**src/rtl/reg_arb_pkg.sv**
```systemverilog
// reg_arb_pkg: shared types, defaults and index-width helper for the register write arbiter
package reg_arb_pkg;
  typedef enum logic [1:0] {IDLE, GRANT, ACK} state_t;
  localparam int DEF_N = 4;
  localparam int DEF_WIDTH = 16;
  function automatic int idx_w(input int n);
    return (n < 2) ? 1 : $clog2(n);
  endfunction
endpackage

```
**src/rtl/rr_pick.sv**
```systemverilog
// rr_pick: round-robin priority search, first set req bit at or above ptr with wrap to 0
module rr_pick #(
  parameter int N = 4,
  parameter int IW = 2
) (
  input  logic [N-1:0]  req,
  input  logic [IW-1:0] ptr,
  output logic          any,
  output logic [IW-1:0] idx
);
  // Scan offsets from farthest to nearest so the nearest set bit wins last
  always_comb begin
    any = |req;
    idx = '0;
    for (int k = N - 1; k >= 0; k--) begin
      logic [IW:0] c;
      c = {1'b0, ptr} + (IW+1)'(k);
      if (c >= (IW+1)'(N)) c = c - (IW+1)'(N);
      if (req[c]) idx = c[IW-1:0];
    end
  end
endmodule

```
**src/rtl/reg_write_arbiter.sv**
```systemverilog
// reg_write_arbiter: round-robin write arbiter in front of a single shared register
module reg_write_arbiter
  import reg_arb_pkg::*;
#(
  parameter int N = DEF_N,
  parameter int WIDTH = DEF_WIDTH,
  localparam int IW = idx_w(N)
) (
  input  logic                      clk,
  input  logic                      reset,
  input  logic [N-1:0]              req,
  input  logic [N-1:0][WIDTH-1:0]   wdata,
  output logic [N-1:0]              gnt,
  output logic [N-1:0]              ack,
  output logic [WIDTH-1:0]          out,
  output logic [IW-1:0]             owner,
  output logic                      valid
);
  state_t state, state_n;
  logic [IW-1:0] ptr, sel, pick;
  logic any;
  rr_pick #(.N(N), .IW(IW)) u_pick (.req(req), .ptr(ptr), .any(any), .idx(pick));
  // Next state: arbitrate in IDLE, write in GRANT, acknowledge in ACK
  always_comb begin
    state_n = (state == IDLE) ? (any ? GRANT : IDLE) : (state == GRANT) ? ACK : IDLE;
  end
  // State register
  always_ff @(posedge clk or posedge reset) begin
    if (reset) state <= IDLE;
    else state <= state_n;
  end
  // Grant/ack pulses, winner latch and rotating pointer with explicit wrap at N-1
  always_ff @(posedge clk or posedge reset) begin
    if (reset) begin
      gnt <= '0;
      ack <= '0;
      sel <= '0;
      ptr <= '0;
    end else begin
      gnt <= '0;
      ack <= '0;
      if (state == IDLE && any) begin
        gnt <= N'(1) << pick;
        sel <= pick;
        ptr <= (pick == IW'(N - 1)) ? '0 : pick + 1'b1;
      end
      if (state == GRANT) ack <= N'(1) << sel;
    end
  end
  // Shared register: loaded from the winner only at the end of GRANT
  always_ff @(posedge clk or posedge reset) begin
    if (reset) begin
      out   <= '0;
      owner <= '0;
      valid <= 1'b0;
    end else if (state == GRANT) begin
      out   <= wdata[sel];
      owner <= sel;
      valid <= 1'b1;
    end
  end
endmodule
```
**config.mk**
```make
export PLATFORM = sky130hd
export DESIGN_NAME = reg_write_arbiter
export DESIGN_NICKNAME = d
export VERILOG_FILES = /design/src/rtl/reg_arb_pkg.sv /design/src/rtl/rr_pick.sv /design/src/rtl/reg_write_arbiter.sv
export SDC_FILE = /design/constraint.sdc
export NUM_CORES = 1
export LEC_CHECK = 0
export CORE_MARGIN = 3
export CORE_UTILIZATION = 30
export CTS_CLUSTER_SIZE = 12
export DETAILED_ROUTE_END_ITERATION = 12
export SKIP_LAST_GASP = 1
export SLEW_MARGIN = 20
export SYNTH_ARGS = -nofsm -noshare
export SYNTH_HDL_FRONTEND = slang
export SYNTH_HIERARCHICAL = 1
export SYNTH_SLANG_ARGS = --single-unit
```
**constraint.sdc**
```tcl
create_clock -name clk -period 2.2 [get_ports clk]
set_input_delay 0.33 -clock clk [delete_from_list [all_inputs] [get_ports clk]]
set_output_delay 0.33 -clock clk [all_outputs]
set_load 0.1 [all_outputs]
```
== Yosys cells after proc, flatten, opt, wreduce, memory -nomap -nowiden ==
Index checks and enable logic that the tools add are counted.
Word-level totals
  register bits after elaboration: 33
  latch bits: 0
  RAM bits: 0
  bits in read-only memories: 0
  input bits: 70
  output and inout bits: 27
  word-level logic and storage cells: 56
  memories kept: 0
Cells by class
  $add $sub $neg: 8
  multipliers: 0
  divide/modulo/power cells: 0
  order comparisons: 9
  equality and inequality tests: 2
  shift-type cells: 2
  mux-type cells: 24
  bitwise gates (word level): 0
  reduce and logical (&&, ||, !) cells: 3
Operator list (count)
  $bmux W16 S2: 1
  $mux W16: 1
  $mux W2: 7
  $lt A3 B3 Y1 const B: 4
  $mux W3: 4
  $ge A3 B3 Y1 const B: 3
  $sub A3 B3 Y3 const B: 3
  $bmux W1 S2: 4
  $mux W4: 2
  $shl A1 B2 Y4 const A: 2
  $add A2 B2 Y3 const B: 2
  $mux W1: 5
  $reduce_or A4 Y1: 1
  $add A2 B1 Y3 const B: 1
  $ge A2 B3 Y1 const B: 1
  $lt A2 B3 Y1 const B: 1
  $sub A2 B3 Y3 const B: 1
  $add A2 B1 Y2 const B: 1
  $eq A2 B1 Y1 const B: 1
  $eq A2 B2 Y1 const B: 1
  $logic_not A2 Y1: 1
  $logic_and A1 B1 Y1: 1

== Depth between registers and ports, before layout ==
Gate-level depths: netlist of run 1.
  depth in word-level cells: 11
  gate-level depth with buffers: 6
  gate-level depth less buffers: 6

== Cells and area by module ==
Netlist of run 1, hierarchy kept.
By module, submodules not included
  reg_write_arbiter: instances 1, cells each 97, area each 1672.9 µm², sequential area each 825.8 µm²
  rr_pick: instances 1, cells each 13, area each 77.6 µm², sequential area each 0.0 µm²

== Least setup slack after synthesis of run 1 ==
No wires, ideal clock.
  path type: register to register
  start point: register ptr[1]
  end point: register ptr[1]
  library setup time: 0.125 ns
  arrival: 1.497 ns
  required time: 2.075 ns
  path slack: 0.579 ns
  stages on the path, launching flop included: 6
  buffers on the path: 0
  clock period less this slack: 1.621 ns
  cells stage by stage: dfrtp_1 -> mux2i_1 -> a211oi_2 -> inv_1 -> ha_1 -> mux2_2
On the way
  longest elaborated chain between the ends: 11
  elaborated cells between the ends (all ways): 30
  classes of those cells: 8 x add/sub; 4 x order compare; 1 x eq/ne; 17 x mux
Ends and longest elaborated chain
  start, declared: RTL line reg_write_arbiter.sv:20  | logic [IW-1:0] ptr, sel, pick;
  start signal, assigned: RTL line reg_write_arbiter.sv:45  | ptr <= (pick == IW'(N - 1)) ? '0 : pick + 1'b1;
  $add A2 B2 Y3: RTL line rr_pick.sv:17  | c = {1'b0, ptr} + (IW+1)'(k);
  $sub A3 B3 Y3 or $ge A3 B3 Y1 (tied branches): RTL line rr_pick.sv:18  | if (c >= (IW+1)'(N)) c = c - (IW+1)'(N);
  $mux W3: RTL line rr_pick.sv:18
  $bmux W1 S2: RTL line rr_pick.sv:19  | if (req[c]) idx = c[IW-1:0];
  $mux W1 (implied by the code): RTL line rr_pick.sv:19
  $mux W2 (3 in a row): RTL line rr_pick.sv:19
  $mux W2 *: RTL line rr_pick.sv:19
  net pick[0]: RTL line reg_write_arbiter.sv:20
  $add A2 B1 Y2 or $eq A2 B2 Y1 (tied branches): RTL line reg_write_arbiter.sv:45
  $mux W2 *: RTL line reg_write_arbiter.sv:45
The timed path passes the listed nets; every way through them passes the cells marked *. The select of a mux whose other input is x is not followed.
A chain may end at the register's enable or synchronous reset.

== Final worst setup path of run 1 ==
  start point: input port req[3]
  end point: register ptr[1]
On the way
  longest elaborated chain between the ends: 8
  elaborated cells between the ends (all ways): 17
  classes of those cells: 1 x add/sub; 1 x eq/ne; 13 x mux; 2 x reduce/logical
Ends and longest elaborated chain
  start, declared: RTL line reg_write_arbiter.sv:11  | input logic [N-1:0] req,
  $bmux W1 S2: RTL line rr_pick.sv:19
  $mux W1 (implied by the code): RTL line rr_pick.sv:19
  $mux W2 (3 in a row): RTL line rr_pick.sv:19
  $mux W2 *: RTL line rr_pick.sv:19
  net pick[1]: RTL line reg_write_arbiter.sv:20
  $add A2 B1 Y2 or $eq A2 B2 Y1 (tied branches): RTL line reg_write_arbiter.sv:45
  $mux W2 *: RTL line reg_write_arbiter.sv:45
Marks and branches as above.

==> results of run 1 <==
-- power by group through the flow --
| stage | sequential [mW] | clock (mW) | combinational (mW) |
|---|---|---|---|
| floorplan | 2.60 | 0 | 1.11 |
| global placement | 1.06 | 0 | 3.37 |
| detailed placement | 1.07 | 0 | 3.40 |
| CTS | 1.06 | 0.461 | 3.42 |
| global route | 1.10 | 0.496 | 3.53 |
| finish | 1.06 | 0.443 | 3.38 |
-- sequential cells by signal, summed over array words and instances, names as in the netlist --
register	flops
out	16
state	2
ptr	2
sel	2
gnt	4
valid	1
ack	4
owner	2
-- cell type report --
class                           count  area, sq um
Clock buffer                        7         86.3
Fill cell                         482         2740
Inverter                            3         11.3
Multi-Input combinational cell     67          868
Sequential cell                    33          826
Tap cell                           72         90.1
Timing Repair Buffer              104          953
-- layout by cell type (no fill, tap or decap) --
master           synthesis  routed
buf_4                    1      35
nand2_1                  2       2
nand2b_1                 2       2
nor3b_2                  1       1
a211oi_2                 1       1
or2_2                    1       1
dfrtp_1                 33      33
a21oi_1                  1       1
mux2_2                  12      12
and3_1                   1       1
mux4_2                  14      14
nor2_1                   5       5
nor3b_1                  2       2
mux4_1                   2       2
inv_1                    3       3
a211oi_1                 1       1
mux2i_1                  1       1
mux2_4                  10      10
clkbuf_8                 0       6
ha_1                     4       4
and3b_1                  2       2
clkbuf_1                 1       1
nor2b_2                  0       1
clkdlybuf4s50_1          0      69
and2_1                   4       4
-- how the worst max path moves through the flow --
stage	depth (start not counted)	startpoint	to	slack, ps
6_report	7	req[3]	ptr[1]	420
5_1_grt	7	req[1]	ptr[1]	310
4_1_cts	7	req[1]	ptr[1]	430
3_5_place_dp	7	req[1]	ptr[1]	130
3_3_place_gp	7	req[1]	ptr[1]	230
2_1_floorplan	5	ptr[1]	ptr[1]	580
-- cell usage after synthesis --
| cell | instances |
|---|---|
| ha_1 | 4 |
| buf_4 | 1 |
| mux2i_1 | 1 |
| a21oi_1 | 1 |
| a211oi_1 | 1 |
| buf_6 | 2 |
| nor3b_2 | 1 |
| buf_1 | 1 |
| buf_2 | 2 |
| mux2_2 | 12 |
| dfrtp_1 | 33 |
| and3b_1 | 2 |
| nor2_1 | 5 |
| nor3b_1 | 2 |
| and2_1 | 4 |
| a211oi_2 | 1 |
| mux4_1 | 2 |
| nand2_1 | 2 |
| clkbuf_1 | 1 |
| mux2_4 | 10 |
| or2_2 | 1 |
| mux4_2 | 14 |
| and3_1 | 1 |
| inv_1 | 3 |
| nand2b_1 | 2 |
| nor2b_1 | 1 |
-- cells by family after synthesis --
kind of cell,share of synthesized area
AOI/OAI and AO/OA,0.0143
adders and majority gates,0.0286
buffers and inverters,0.0336
DFF,0.472
muxes,0.379
and+or+nand+nor,0.0729
-- worst register-to-register path, delay by kind of cell, from the launching register on --
family | cells | cell delay [ps]
flops | 1 | 440
fa+ha+maj | 1 | 270
compound gates | 1 | 80
buf+inv | 1 | 110
simple gates | 2 | 440
mux | 1 | 260
-- metrics by stage --
stage          std cells  cell area (sq um)
3_5_place_dp         279               2750
4_1_cts              286               2840
6_report             286               2840
3_3_place_gp         279               2750
2_1_floorplan        110               1750
5_1_grt              286               2840
-- routing by layer --
layer,vias up,global-route usage,part of all wire
met1,632,0.161,0.37
met5,-,0,0
li1,617,-,-
met2,70,0.236,0.48
met3,6,0.0575,0.14
met4,0,0.0299,0.0077
==> out/metrics.cfg, run 1 <==
[pwr]
power_leakage_nw=1.23
finalPower_mw=4.87
p_switching_mw=2.57
sw_frac_of_total=0.527
p_seq_frac=0.217
peakVddDrop_mv=1.03
p_per_area_nw_per_um2=1720
internal_power_mw=2.30
combPwrFrac=0.692
pwr-share-clk=0.091

[die]
io-pin-count=97
die-area_sq_um=6790
initial_core_util=0.314
die_w_um=82.4
core_area_sq_um=5570
die_h_um=82.4
rows=27

[worst_setup_path]
cp_slowest_cell=clkdlybuf4s50_1
crit_required_ps=2370
reg2reg_to=ptr[1]
crit-reg2reg-launch=ptr[1]
crit_type=in2reg
worst-path-buf-inv=2
path_cells=clkdlybuf4s50_1 > nand2b_1 > a211oi_1 > nor2_1 > inv_1 > ha_1 > mux2_2
crit_fanout=4
cpPeakStageDelay_ps=470
cp_data_arrival_time_ps=1950
startpoint_type=input pin
crit_family=buffers and inverters
end_kind=flip-flop
ff2ff_setup_slack_ps=490
r2r_cells=6

[cts]
postCtsSetupBuffers=0
tritoncts=done
clk_latency_ps=280
clock-sinks=33
htreeDepth=2
root_buffer=clkbuf_8
cts.repair.resized=0
clkSlewWorstSetupHoldPaths_ps=60
hold_buffers=0
cts_buffers=5
clockBufferDepth=2

[synthesis]
syn-num-nets=184
synth_area_per_cell_sq_um=15.9
syn_inst=110
synthTopCellsByArea=dfrtp_1, mux4_2, mux2_4, mux2_2, mux4_1
ys_ff_latch=33
synth_top_cell_area_share=0.472
seq_area_frac_synth=0.472
syn_area_sq_um=1750
synth_cell_types=26
yosys_warnings=6
synth_top_cell_by_area=dfrtp_1

[timing]
fin_skew_ps=4.32
maxSlewViolCount=0
timing.setup.tns_ps=0
grt_setup_unrepaired=no
finalHoldViolCount=0
period_minus_slack_ps=1780
tightest_slew_ps=411
finalCritPeriodShare=0.810
setup_violations=0
hold_ws_ps=437
fmax_mhz=561
relSlewSlack=0.726
setup_slack_ps=418

[final_layout]
areaGrowthSynthToFinish_pct=62.0
fin_util=0.509
diodes=0
finalNetCount=288
final_layout_size_suffix_gt1_frac=0.379

[job]
cap_viol_max_count=0

[min_path]
hp-class=in2async

[global_routing]
grt_pass1_vias=1446
grt_antenna_before_repair=0
track_usage=0.138
grt_pass1_wl_um=7030
overflow=0
grt_start_max_net_pins=34

[routing]
drt-total-wl_um=4690
drtPass1Iterations=4
vias_per_cell=4.63
dr.first_iter.drc_count=36
antenna_left=0
drc=0
avgRoutedWirePerCell_um=16.4
vias=1325

[status]
outcome=finished, final reports clean

[placed_design]
place_ws_ps=131
place_hpwl_um=3610
io_buffers=96
gp_congestion=0.760

(Power assumes the default switching activity.)
==> run 2, diff against run 1 <==
==> constraint.sdc (replaced) <==
create_clock -name clk -period 1.69 [get_ports clk]
set_input_delay 0.2535 -clock clk [delete_from_list [all_inputs] [get_ports clk]]
set_output_delay 0.2535 -clock clk [all_outputs]
set_load 0.1 [all_outputs]
==> run 2 against run 1 <==
The run now ends with negative setup slack left. Via count grew 4.1%. Clock power grew 32%. Setup slack lost 440 ps. Largest power group unchanged.
==> out/metrics.cfg, run 2 (synthesized netlist as in run 1, its figures left out) <==
[status]
outcome=finished with violations
failed_checks=negative setup slack

[die]
die_w_um=82.4
io-pin-count=97
die-area_sq_um=6790
core_area_sq_um=5570
die_h_um=82.4
initial_core_util=0.314
rows=27

[worst_setup_path]
crit_required_ps=1850
crit_type=in2reg
reg2reg_to=ptr[1]
r2r_cells=6
crit_start=req[3]
ff2ff_setup_slack_ps=0
end_kind=flip-flop
startpoint_type=input pin
crit-reg2reg-launch=ptr[0]
crit_fanout=4
endpoint=ptr[1]
cp_data_arrival_time_ps=1870

[routing]
drtPass1Iterations=4
drc=0
avgRoutedWirePerCell_um=16.5
dr.first_iter.drc_count=37
antenna_left=0
vias=1379
vias_per_cell=4.67
drt-total-wl_um=4870

[cts]
clkSlewWorstSetupHoldPaths_ps=70
clock-sinks=33
root_buffer=clkbuf_8
hold_buffers=0
htreeDepth=2
cts_buffers=5
clockBufferDepth=2
tritoncts=done
clk_latency_ps=280

[final_layout]
finalNetCount=297
diodes=0
areaGrowthSynthToFinish_pct=86.7
largest_reg_flops=16
fillers=447
final_layout_size_suffix_gt1_frac=0.426
mostFrequentLayoutCell=clkdlybuf4s50_1
regMostFlops=out
instances_no_fill=295
reg_top3=out (16), ack (4), gnt (4)
mostFrequentLayoutCells=clkdlybuf4s50_1, dfrtp_1, buf_12

[global_routing]
track_usage=0.140
grt_start_max_net_pins=34
grt_pass1_wl_um=7090
grt_antenna_before_repair=0
overflow=0
grt_pass1_vias=1445

[timing]
setup_violations=2
fin_skew_ps=8.17
fmax_mhz=583
relSlewSlack=0.717
tightest_slew_ps=425
maxSlewViolCount=0
setup_slack_ps=-24.3
period_minus_slack_ps=1710
timing.setup.tns_ps=-31.5
finalHoldViolCount=0
finalCritPeriodShare=1.01

[placed_design]
place_hpwl_um=3680
gp_congestion=0.767
dp_cells=287
io_buffers=96

[pwr]
finalPower_mw=7.40
p_per_area_nw_per_um2=2260
peakVddDrop_mv=1.10
power_leakage_nw=1.40

[job]
cap_viol_max_count=0

[min_path]
hp-class=in2async

-- run 2: cell types whose count changed in the layout (fill, tap and decap cells not counted), moves of 2 or more --
cell | before | now
dfrtp_2 | 0 | 2
dfrtp_1 | 33 | 31
buf_12 | 0 | 28
buf_4 | 35 | 16
-- run 2: worst min path at each step --
stage | from | to | depth (start not counted)
final | reset | out[15] | 3
after floorplan | reset | ack[0] | 1
after CTS | reset | out[15] | 3
after global routing | reset | out[9] | 3
after global placement | valid | valid | 1
after detailed placement | valid | valid | 1
-- run 2: what timing repair did --
action	in CTS	in global routing
buffers inserted	1	0
pin swaps	1	2
gates resized for setup	0	5
endpoints found under the setup margin	1	3
-- run 2: worst max-delay path, cell delays in order --
cell	delay, ps
clkdlybuf4s50_1	460
nand2b_1	200
a211oi_2	290
nor2_2	90
inv_1	90
ha_1	220
mux2_2	270
-- run 2: power by group --
part | total [mW] | switching, mW | internal [mW]
Clock | 0.585 | 0.262 | 0.323
Combinational | 5.29 | 2.94 | 2.35
Sequential | 1.52 | 0.363 | 1.16
Total | 7.40 | 3.57 | 3.84
-- run 2: per-stage QoR --
stage | instance area (sq um) | utilization | worst slack, ps | hold WS [ps]
after global routing | 3270 | 0.586 | -28.3 | 425
after global placement | 3160 | 0.567 | -187 | 530
after floorplan | 1750 | - | 68.5 | 382
after CTS | 3250 | 0.584 | 8.73 | 394
after detailed placement | 3160 | 0.567 | -302 | 544
final | 3270 | 0.586 | -24.3 | 384
-- run 2: layout make-up --
class                           instances  area (sq um)  share of cell area
Clock buffer                            7          86.3              0.0264
Inverter                                3          11.3             0.00345
Multi-Input combinational cell         67           881               0.270
Sequential cell                        33           828               0.253
Tap cell                               72          90.1              0.0276
Timing Repair Buffer                  113          1370               0.420
-- run 2: routing by layer --
layer / share of wire / GRT usage / up-vias
met5: 0 / 0 / -
met4: 0.0066 / 0.0299 / 0
met3: 0.12 / 0.0510 / 3
met2: 0.47 / 0.232 / 72
met1: 0.40 / 0.174 / 668
li1: - / - / 636
==> run 3, diff against run 2 <==
--- a/config.mk
+++ b/config.mk
@@ -5,7 +5,7 @@
 export SDC_FILE = /design/constraint.sdc
 export NUM_CORES = 1
 export LEC_CHECK = 0
-export CORE_MARGIN = 3
+export CORE_MARGIN = 1
 export CORE_UTILIZATION = 30
 export CTS_CLUSTER_SIZE = 12
 export DETAILED_ROUTE_END_ITERATION = 12
==> run 3 against run 2 <==
Maximum frequency increased by 3.6%. The run now ends clean. Largest power group unchanged. Die area decreased by 9.5%. Critical path type unchanged. Combinational power about the same.
==> out/metrics.cfg, run 3 (synthesized netlist as in run 1, its figures left out) <==
[status]
outcome=finished, final reports clean

[worst_setup_path]
cp_data_arrival_time_ps=1810
crit-reg2reg-launch=ptr[1]
ff2ff_setup_slack_ps=40
cpPeakStageDelay_ps=450
startpoint_type=input pin
crit_type=in2reg
end_kind=flip-flop
crit_start=req[1]
crit_required_ps=1850
path_cells=clkdlybuf4s50_1 > nor3b_2 > a211oi_2 > nor2_2 > inv_1 > ha_1 > mux2_2
crit_family=buffers and inverters
reg2reg_to=ptr[1]
r2r_cells=6
worst-path-buf-inv=2
crit_fanout=3
cp_slowest_cell=clkdlybuf4s50_1

[cts]
root_buffer=clkbuf_8
htreeDepth=2
clk_latency_ps=280
clock-sinks=33
cts_buffers=5
tritoncts=done
clockBufferDepth=2
clkSlewWorstSetupHoldPaths_ps=70

[placed_design]
place_hpwl_um=3660
place_ws_ps=-282
gp_congestion=0.716
io_buffers=96

[timing]
finalCritPeriodShare=0.979
fin_skew_ps=3.84
fmax_mhz=604
hold_ws_ps=382
setup_violations=0
finalHoldViolCount=0
setup_slack_ps=35.6
maxSlewViolCount=0
timing.setup.tns_ps=0
tightest_slew_ps=422
relSlewSlack=0.719
period_minus_slack_ps=1650

[die]
die-area_sq_um=6140
core_area_sq_um=5570
die_w_um=78.4
rows=27
initial_core_util=0.314
io-pin-count=97
die_h_um=78.4

[final_layout]
reg_top3=out (16), ack (4), gnt (4)
diodes=0
areaGrowthSynthToFinish_pct=88.8
finalNetCount=297
largest_reg_flops=16
mostFrequentLayoutCells=clkdlybuf4s50_1, dfrtp_1, buf_12
mostFrequentLayoutCell=clkdlybuf4s50_1
regMostFlops=out
final_layout_size_suffix_gt1_frac=0.438

[global_routing]
grt_start_max_net_pins=34
grt_antenna_before_repair=0
track_usage=0.163
grt_pass1_wl_um=7650
grt_pass1_vias=1515
overflow=0

[min_path]
hp-class=in2async

[pwr]
combPwrFrac=0.707
p_switching_mw=3.59
pwr-share-clk=0.085
finalPower_mw=7.50
sw_frac_of_total=0.478
p_seq_frac=0.207
power_leakage_nw=1.43
internal_power_mw=3.91
p_per_area_nw_per_um2=2270
peakVddDrop_mv=1.18

[routing]
dr.first_iter.drc_count=49
avgRoutedWirePerCell_um=16.2
drtPass1Iterations=4
drc=0
vias=1392
vias_per_cell=4.70
antenna_left=0
drt-total-wl_um=4780

[job]
cap_viol_max_count=0

==> run 3: layout make-up <==
cell class	count	area, sq um
multi-input combinational	67	888
sequential	33	828
timing repair buffer	113	1390
clock buffer	7	96.3
clock inverter	1	5.00
fill	451	2270
tap	72	90.1
inverter	3	11.3
==> run 3: power by group through the flow <==
stage / combinational [mW] / sequential (mW) / clock (mW)
detailed placement: 5.27 / 1.57 / 0
CTS: 5.31 / 1.55 / 0.664
global placement: 5.21 / 1.54 / 0
floorplan: 1.45 / 3.38 / 0
global route: 5.51 / 1.61 / 0.709
finish: 5.31 / 1.56 / 0.639
==> run 3: metrics by stage <==
step                      area (sq um)  cells  utilization
after floorplan                   1750    110            -
after global placement            3160    286        0.568
after detailed placement          3160    286        0.568
after CTS                         3270    295        0.587
after global routing              3310    296        0.593
final                             3310    296        0.593
==> run 3: worst max path at each step <==
stage                        end  slack, ps  cells after the start
after detailed placement  ptr[1]       -280                      7
after global placement    ptr[1]       -190                      7
after CTS                 ptr[1]         20                      6
after floorplan           ptr[1]         70                      5
final                     ptr[1]         40                      7
after global routing      ptr[1]        -40                      6
==> run 3: worst reg2reg max path, stage by stage (launching register included) <==
cell,delay (ps)
dfrtp_2,450
nor3b_2,230
a211oi_2,90
nor2_2,140
inv_1,80
ha_1,280
mux2_2,270
==> run 3: repair_timing <==
item / in CTS / in global routing
setup buffers: 1 / 1
endpoints found under the setup margin: 1 / 5
hold buffers: 0 / 0
resized for setup: 0 / 7
pin swaps: 1 / 3
==> run 3: metal layers <==
| metal | up-vias | GRT usage | wire (um) |
|---|---|---|---|
| met5 | - | 0 | 0 |
| met4 | 0 | 0.0278 | 38 |
| met3 | 6 | 0.0605 | 417 |
| met2 | 80 | 0.291 | 2370 |
| met1 | 671 | 0.188 | 1950 |
| li1 | 635 | - | - |
